==> src/rtl/mouse_pkg.sv <==
// Shared types and constants for the mouse-pointer sprite overlay.
package mouse_pkg;

    localparam int unsigned SPR_LOG2 = 5;
    localparam int unsigned SPR_SIZE = 1 << SPR_LOG2;
    localparam int unsigned CD       = 12;

    typedef logic [1:0]    pal_idx_t;
    typedef logic [CD-1:0] rgb_t;

    localparam pal_idx_t TRANSPARENT_IDX = 2'd0;

    // Palette reset values; entry 3 sets only the MSB nibble, whatever the depth.
    localparam rgb_t       PAL1_RST     = '0;
    localparam rgb_t       PAL2_RST     = '1;
    localparam logic [3:0] PAL3_MSB_NIB = 4'hF;
    localparam rgb_t       PAL3_RST     = {PAL3_MSB_NIB, {(CD - 4){1'b0}}};

endpackage

==> src/rtl/mouse_palette_regs.sv <==
// Three writable pointer colours with a combinational read by colour index.
module mouse_palette_regs #(
    parameter int unsigned CD = mouse_pkg::CD
) (
    input  logic                clk,
    input  logic                rst_n,
    input  logic                we,
    input  mouse_pkg::pal_idx_t waddr,
    input  logic [CD-1:0]       wdata,
    input  mouse_pkg::pal_idx_t ridx,
    output logic [CD-1:0]       rdata_c
);

    localparam logic [CD-1:0] RST1 = '0;
    localparam logic [CD-1:0] RST2 = '1;
    localparam logic [CD-1:0] RST3 = {mouse_pkg::PAL3_MSB_NIB, {(CD - 4){1'b0}}};

    logic [CD-1:0] pal1, pal2, pal3;

    // Entry 0 is the transparent index and has no storage.
    always_ff @(posedge clk or negedge rst_n) begin
        if (!rst_n) begin
            pal1 <= RST1;
            pal2 <= RST2;
            pal3 <= RST3;
        end else if (we) begin
            case (waddr)
                2'd1:    pal1 <= wdata;
                2'd2:    pal2 <= wdata;
                2'd3:    pal3 <= wdata;
                default: ;
            endcase
        end
    end

    always_comb begin
        rdata_c = '0;
        case (ridx)
            2'd1:    rdata_c = pal1;
            2'd2:    rdata_c = pal2;
            2'd3:    rdata_c = pal3;
            default: rdata_c = '0;
        endcase
    end

endmodule

==> src/rtl/mouse_sprite_overlay.sv <==
// Pointer hit test, sprite RAM addressing and palette composite over the background
// stream; two-cycle fixed latency matching a one-cycle sprite RAM read.
module mouse_sprite_overlay #(
    parameter int unsigned CD       = mouse_pkg::CD,
    parameter int unsigned XW       = 11,
    parameter int unsigned YW       = 11,
    parameter int unsigned SPR_LOG2 = mouse_pkg::SPR_LOG2
) (
    input  logic                  clk,
    input  logic                  rst_n,
    input  logic [XW-1:0]         x,
    input  logic [YW-1:0]         y,
    input  logic                  pix_valid,
    input  logic [CD-1:0]         bg_rgb,
    input  logic                  frame_start,
    input  logic                  pos_wr,
    input  logic [XW-1:0]         pos_x_in,
    input  logic [YW-1:0]         pos_y_in,
    input  logic                  en_in,
    input  logic                  pal_we,
    input  logic [1:0]            pal_addr,
    input  logic [CD-1:0]         pal_data,
    output logic [2*SPR_LOG2-1:0] spr_addr,
    input  logic [1:0]            spr_data,
    output logic [CD-1:0]         rgb_out,
    output logic                  rgb_valid
);

    localparam int unsigned SIDE   = 1 << SPR_LOG2;
    localparam logic [XW:0] SIDE_X = (XW + 1)'(SIDE);
    localparam logic [YW:0] SIDE_Y = (YW + 1)'(SIDE);

    logic [XW-1:0] pend_x, act_x;
    logic [YW-1:0] pend_y, act_y;
    logic          pend_en, act_en;

    // Pending set follows the CPU; active set only changes at frame boundaries.
    always_ff @(posedge clk or negedge rst_n) begin
        if (!rst_n) begin
            pend_x  <= '0;
            pend_y  <= '0;
            pend_en <= 1'b0;
            act_x   <= '0;
            act_y   <= '0;
            act_en  <= 1'b0;
        end else begin
            if (pos_wr) begin
                pend_x  <= pos_x_in;
                pend_y  <= pos_y_in;
                pend_en <= en_in;
            end
            if (frame_start) begin
                act_x  <= pos_wr ? pos_x_in : pend_x;
                act_y  <= pos_wr ? pos_y_in : pend_y;
                act_en <= pos_wr ? en_in    : pend_en;
            end
        end
    end

    // A negative offset shows up as the extra top bit, so no wrap into the box.
    logic [XW:0] dx;
    logic [YW:0] dy;
    logic        in_x_c, in_y_c, hit_c;

    always_comb begin
        dx       = {1'b0, x} - {1'b0, act_x};
        dy       = {1'b0, y} - {1'b0, act_y};
        in_x_c   = !dx[XW] && (dx < SIDE_X);
        in_y_c   = !dy[YW] && (dy < SIDE_Y);
        hit_c    = act_en && pix_valid && in_x_c && in_y_c;
        spr_addr = {dy[SPR_LOG2-1:0], dx[SPR_LOG2-1:0]};
    end

    logic          hit_d, valid_d;
    logic [CD-1:0] bg_rgb_d;

    always_ff @(posedge clk or negedge rst_n) begin
        if (!rst_n) begin
            hit_d    <= 1'b0;
            valid_d  <= 1'b0;
            bg_rgb_d <= '0;
        end else begin
            hit_d    <= hit_c;
            valid_d  <= pix_valid;
            bg_rgb_d <= bg_rgb;
        end
    end

    logic [CD-1:0] pal_rgb_c;

    mouse_palette_regs #(.CD(CD)) u_palette (
        .clk     (clk),
        .rst_n   (rst_n),
        .we      (pal_we),
        .waddr   (pal_addr),
        .wdata   (pal_data),
        .ridx    (spr_data),
        .rdata_c (pal_rgb_c)
    );

    logic          spr_sel_c;
    logic [CD-1:0] comp_c;

    always_comb begin
        spr_sel_c = hit_d && (spr_data != mouse_pkg::TRANSPARENT_IDX);
        comp_c    = spr_sel_c ? pal_rgb_c : bg_rgb_d;
    end

    always_ff @(posedge clk or negedge rst_n) begin
        if (!rst_n) begin
            rgb_out   <= '0;
            rgb_valid <= 1'b0;
        end else begin
            rgb_out   <= comp_c;
            rgb_valid <= valid_d;
        end
    end

endmodule
==> config.mk <==
export PLATFORM = sky130hd
export DESIGN_NAME = mouse_sprite_overlay
export DESIGN_NICKNAME = d
export VERILOG_FILES = /design/src/rtl/mouse_pkg.sv /design/src/rtl/mouse_palette_regs.sv /design/src/rtl/mouse_sprite_overlay.sv
export SDC_FILE = /design/constraint.sdc
export NUM_CORES = 1
export LEC_CHECK = 0
export BUFFER_PORTS_ARGS = -buffer_cell sky130_fd_sc_hd__buf_2
export CAP_MARGIN = 10
export CORE_ASPECT_RATIO = 1.75
export CORE_MARGIN = 2
export CORE_UTILIZATION = 53
export CTS_CLUSTER_SIZE = 24
export DETAILED_ROUTE_END_ITERATION = 8
export PLACE_DENSITY = 0.77
export RECOVER_POWER = 50
export SYNTH_ARGS = -nofsm -noshare
export SYNTH_HDL_FRONTEND = slang
export SYNTH_SLANG_ARGS = --single-unit
==> constraint.sdc <==
create_clock -name clk -period 2.7 [get_ports clk]
set_input_delay 0.27 -clock clk [delete_from_list [all_inputs] [get_ports clk]]
set_output_delay 0.27 -clock clk [all_outputs]
set_load 0.01 [all_outputs]
======== Yosys cells after proc, flatten, opt, wreduce, memory -nomap -nowiden ========
Index checks and enable logic that the tools add are counted.
operators by class
  $add $sub $neg .......................... 2
  $lt $le $gt $ge ......................... 2
  eq/ne operators ......................... 6
  multiplexer cells ....................... 5
  reduce and logical (&&, ||, !) cells .... 12
operators with widths
  kind                   number
  $pmux W12 S3           1
  $lt A12 B6 Y1 const B  2
  $sub A11 B11 Y12       2
  $mux W11               2
  $mux W12               1
  $eq A2 B2 Y1 const B   4
  $logic_and A1 B1 Y1    6
  $reduce_and A2 Y1      3
  $eq A2 B1 Y1 const B   2
  $logic_not A1 Y1       2
  $reduce_bool A2 Y1     1
  $mux W1                1
word-level totals
  register bits after elaboration ......... 109
  input bits .............................. 79
  output and inout port bits .............. 23
  logic and storage cells ................. 41

======== Logic depth before layout (Yosys ltp) ========
  depth after elaboration ................. 5
  depth in mapped cells ................... 11
  gate-level depth less buffers ........... 11

======== Modules after synthesis ========
Synthesis repeated with hierarchy kept, for this count alone.
second synthesis, totals
  cells, all modules ...................... 435
  area total of the unflattened synthesis .. 5237.5 um2
modules (own cells, without submodules)
  module                instances  cells an instance  area each (um2)  seq. area each (um2)
  mouse_sprite_overlay  1          329                3608.5           1826.8
  mouse_palette_regs    1          106                1629.1           920.9

======== Worst setup path after synthesis ========
No wires, ideal clock.
  kind .................................... reg-to-reg
  start point ............................. register act_x[0]
  end point ............................... register hit_d
  library setup time ...................... 0.096 ns
  arrival time ............................ 2.170 ns
  required time ........................... 2.604 ns
  slack ................................... 0.434 ns
  stages on the path, launching flop included .. 11
  path buffers ............................ 0
  period minus slack after synthesis ...... 2.266 ns
  cells stage by stage .................... dfrtp_1 ha_1 fa_1 nor2b_1 o2111a_1 or3_1 nand2_1 and4_1 nor4_1 nand3_1 nor4_2
between the ends
  longest elaborated chain between the ends .. 5
  elaborated cells on any way between the ends .. 6
  classes of those cells .................. add/sub: 1; order compare: 1; reduce/logical: 4
ends and longest elaborated chain
  item                                               RTL line                    text
  from (decl)                                        mouse_sprite_overlay.sv:33  logic [XW-1:0] pend_x, act_x;
  from (signal assigned)                             mouse_sprite_overlay.sv:53  act_x <= pos_wr ? pos_x_in : pend_x;
  $sub A11 B11 Y12 (*)                               mouse_sprite_overlay.sv:66  dx = {1'b0, x} - {1'b0, act_x};
  $lt A12 B6 Y1 or $logic_not A1 Y1 (tied branches)  mouse_sprite_overlay.sv:68  in_x_c = !dx[XW] && (dx < SIDE_X);
  $logic_and A1 B1 Y1 (*)                            mouse_sprite_overlay.sv:68
  $logic_and A1 B1 Y1 (*) (2 in series)              mouse_sprite_overlay.sv:70  hit_c = act_en && pix_valid && in_x_c && in_y_c;
  via hit_c                                          mouse_sprite_overlay.sv:63  logic in_x_c, in_y_c, hit_c;
  to (signal assigned)                               mouse_sprite_overlay.sv:83  hit_d <= hit_c;
  to (decl)                                          mouse_sprite_overlay.sv:74  logic hit_d, valid_d;
The timed path passes the listed nets; every way through them passes the cells marked *.
A chain may end at the register's enable or synchronous reset.

======== Final worst setup path ========
Ends and elaborated chain as after synthesis.

==> flow_summary.toml <==
[hold_path]
hold_depth = 1
hp-class = "input port to flop"

[worst_setup_path]
cp_slowest_stage_delay_ns = 0.41
crit_buf_inv = 0
crit_chain = "ha_1, fa_1, nor2b_1, o2111a_1, or3_1, nand2_1, and4_1, nor4_1, nand3_1, nor4_2"
cp.required_ns = 2.95
worstPathArrival_ns = 2.76
crit_type = "flop to flop"
cp_num_cells = 10
reg2reg_depth = 10
cp_slowest_cell = "fa_1"
end_kind = "flop"
cp-start-kind = "flop"
cp_max_fo = 3
path_delay_family = "simple AND/OR/NAND/NOR gates"

[timing]
worstMarginPinSlew_ns = 1.52
fin_crit_ns = 2.51
tns_ns = 0
period_share_pct = 93.0
rsz0062_at_grt = "false"
maxSlewHeadroom_pct = -1.16
maxSlewViolCount = 24
hold_violations = 0
setup_viol = 0
max_freq_ghz = 0.398
finalClockSkew_ns = 0.00855

[routing]
drt_iter0_drc = 135
vias = 3883
routedWlPerCell_um = 16.9
drt_wl_total_um = 11700
dr.pass1.iters = 4
routed_via_density = 5.60
drcViolationCount = 0
antenna_left = 0

[die]
start_util_pct = 54.1
dieHeight_um = 136
core-area_um2 = 9790
die_w_um = 79.6
io_pins = 102
dieArea_um2 = 10800
placementRows = 48

[logic_synthesis]
netlist_top_cells_area = "dfrtp_1, mux2_1, dfstp_2, ha_1, o21ai_1"
synth_top_area_share_pct = 43.9
async_flop_share_pct = 100
syn_avg_cell_area_um2 = 11.3
synth.largest_area_cell = "dfrtp_1"
synth_ff_type = "dfrtp_1"
yosys_warnings = 0
netlist_area_um2 = 5300
synth-edff-count = 0
ys_ff_latch = 109
yosysSeqAreaShare_pct = 51.9
yosysUniqueCellTypes = 47
syn_inst = 469
synth_nets = 572

[clock_network]
clk_latency_ns = 0.35
cts_max_path_buffers = 2
clock_sinks = 109
htreeDepth = 3
cts_hold_buffers = 1
cts_resized = 0
cts_made_buffers = 9
clockRootBuffer = "clkbuf_16"
cts_setup_buffers = 0
cts_tree = "yes"
clk_pin_slew_worst_paths_ns = 0.07

[pwr]
p_seq_share_pct = 44.6
ir_drop_uv = 435
power.density_nw_per_um2 = 697
power.share.clock_pct = 34.8
p_sw_share_pct = 26.8
p_sw_mw = 1.17
p_int_mw = 3.19
power_mw = 4.36
combPwrFrac_pct = 20.6
p_leak_nw = 2.83

[cells_and_area]
final_area_um2 = 6250
final_cells = 694
diodes = 0
drive_gt1_share_pct = 22.1
syn_to_final_growth_pct = 18.0
final_common_cell = "dfrtp_1"
fin_nets = 667
mostFrequentLayoutCells = "dfrtp_1, buf_2, mux2_1"

[place]
dp.cells = 677
port_buffers = 101
dp_hpwl_um = 8590
gp_congestion = 0.904
postPlaceCellArea_um2 = 5920

[global_routing]
grt-ovfl-total = 0
grt_max_degree = 72
grt_util_all_layers_pct = 22.9
grt_pass1_vias = 4039
grt_pass1_wl_um = 18900
antenna_found_initial = 0

[outcome]
violations = "max-capacitance violations, max-slew violations"
status = "complete, but fails checks"

[run]
cap_violations = 1
-- registers in the layout, summed over array words and instances, names as in the netlist, 11 cells and up --
signal,flops
rgb_out,12
bg_rgb_d,12
u_palette.pal2,12
u_palette.pal1,12
pend_y,11
u_palette.pal3,12
pend_x,11
act_x,11
act_y,11
-- worst register-to-register path, cell delays in order, from the launching register on --
cell and delay (ns):
dfrtp_1 0.38, ha_1 0.23, fa_1 0.41, nor2b_1 0.18
o2111a_1 0.24, or3_1 0.13, nand2_1 0.06, and4_1 0.21
nor4_1 0.22, nand3_1 0.13, nor4_2 0.22
-- Yosys cell counts, types with 2 or more instances --
cell       count
dfrtp_1       93
mux2i_1        2
buf_1          6
o211ai_1       3
nand3b_1      15
o21a_1         5
o21ai_1       30
a21oi_1       26
mux2_2         6
dfstp_2       16
ha_1          22
o2111ai_1      2
xnor2_1        7
mux2_1        68
nand3_1        6
inv_1         34
nor2b_1        5
a211oi_1       2
nand2_1       30
nand2b_1       4
nor3_1         4
nor2_1        13
fa_1           2
o22ai_1       13
nor3b_1        2
o22a_1         2
o21ai_0       15
clkbuf_1      15
a21o_1         3
-- per-stage QoR --
step | hold WS (ns) | worst slack [ns] | util (%)
after floorplan | -0.0256 | 0.434 | -
after detailed placement | 0.275 | 0.195 | 60.5
final | 0.0196 | 0.188 | 63.9
after CTS | 0.00806 | 0.188 | 64.1
after global placement | 0.266 | 0.285 | 60.5
after global routing | 0.00103 | 0.0351 | 63.9
-- logic make-up (layout without fill, tap and decap cells) --
group | after synthesis | count (layout) | synth area share, %
DFF | 109 | 109 | 51.9
muxes | 76 | 76 | 16.1
adders and majority gates | 24 | 24 | 5.95
xor gates and xnor gates | 7 | 7 | 1.16
AOI/OAI and AO/OA | 110 | 110 | 12.4
and+or+nand+nor | 85 | 85 | 8.34
buffers and inverters | 58 | 158 | 4.18
-- routing by layer --
layer / vias to the layer above / track usage (%) / part of all wire, %
met5: - / 0 / 0
met4: 0 / 9.77 / 3.0
met3: 29 / 4.58 / 3.5
met2: 101 / 43.2 / 57
met1: 1912 / 23.9 / 36
li1: 1841 / - / -
-- layout make-up --
| class | count | area (um2) |
|---|---|---|
| repair buffers | 106 | 537 |
| clock inverters | 6 | 118 |
| multi-input cells | 302 | 2330 |
| clock buffers | 10 | 229 |
| well taps | 125 | 156 |
| inverters | 36 | 135 |
| fillers | 759 | 3540 |
| flip-flops and latches | 109 | 2750 |
-- power by group through the flow --
stage	Sequential (mW)	Combinational (mW)	Clock, mW
after floorplan	1.95	0.609	0
after global placement	1.96	0.878	0
after detailed placement	1.98	0.905	0
after CTS	1.95	0.914	1.55
after global routing	1.97	0.995	1.62
final	1.95	0.897	1.52
-- path summary, 6_finish.rpt --
kind                       startpoint                 to  slack, ns
setup reg to reg             act_x[0]              hit_d       0.19
hold / removal              bg_rgb[7]        bg_rgb_d[7]       0.02
min in group asynchronous       rst_n        bg_rgb_d[7]       0.61
setup / recovery             act_x[0]              hit_d       0.19
hold reg to reg               valid_d          rgb_valid       0.36
max in group asynchronous       rst_n  u_palette.pal2[4]       1.15
Note: power is estimated with default switching activity, not from simulation.
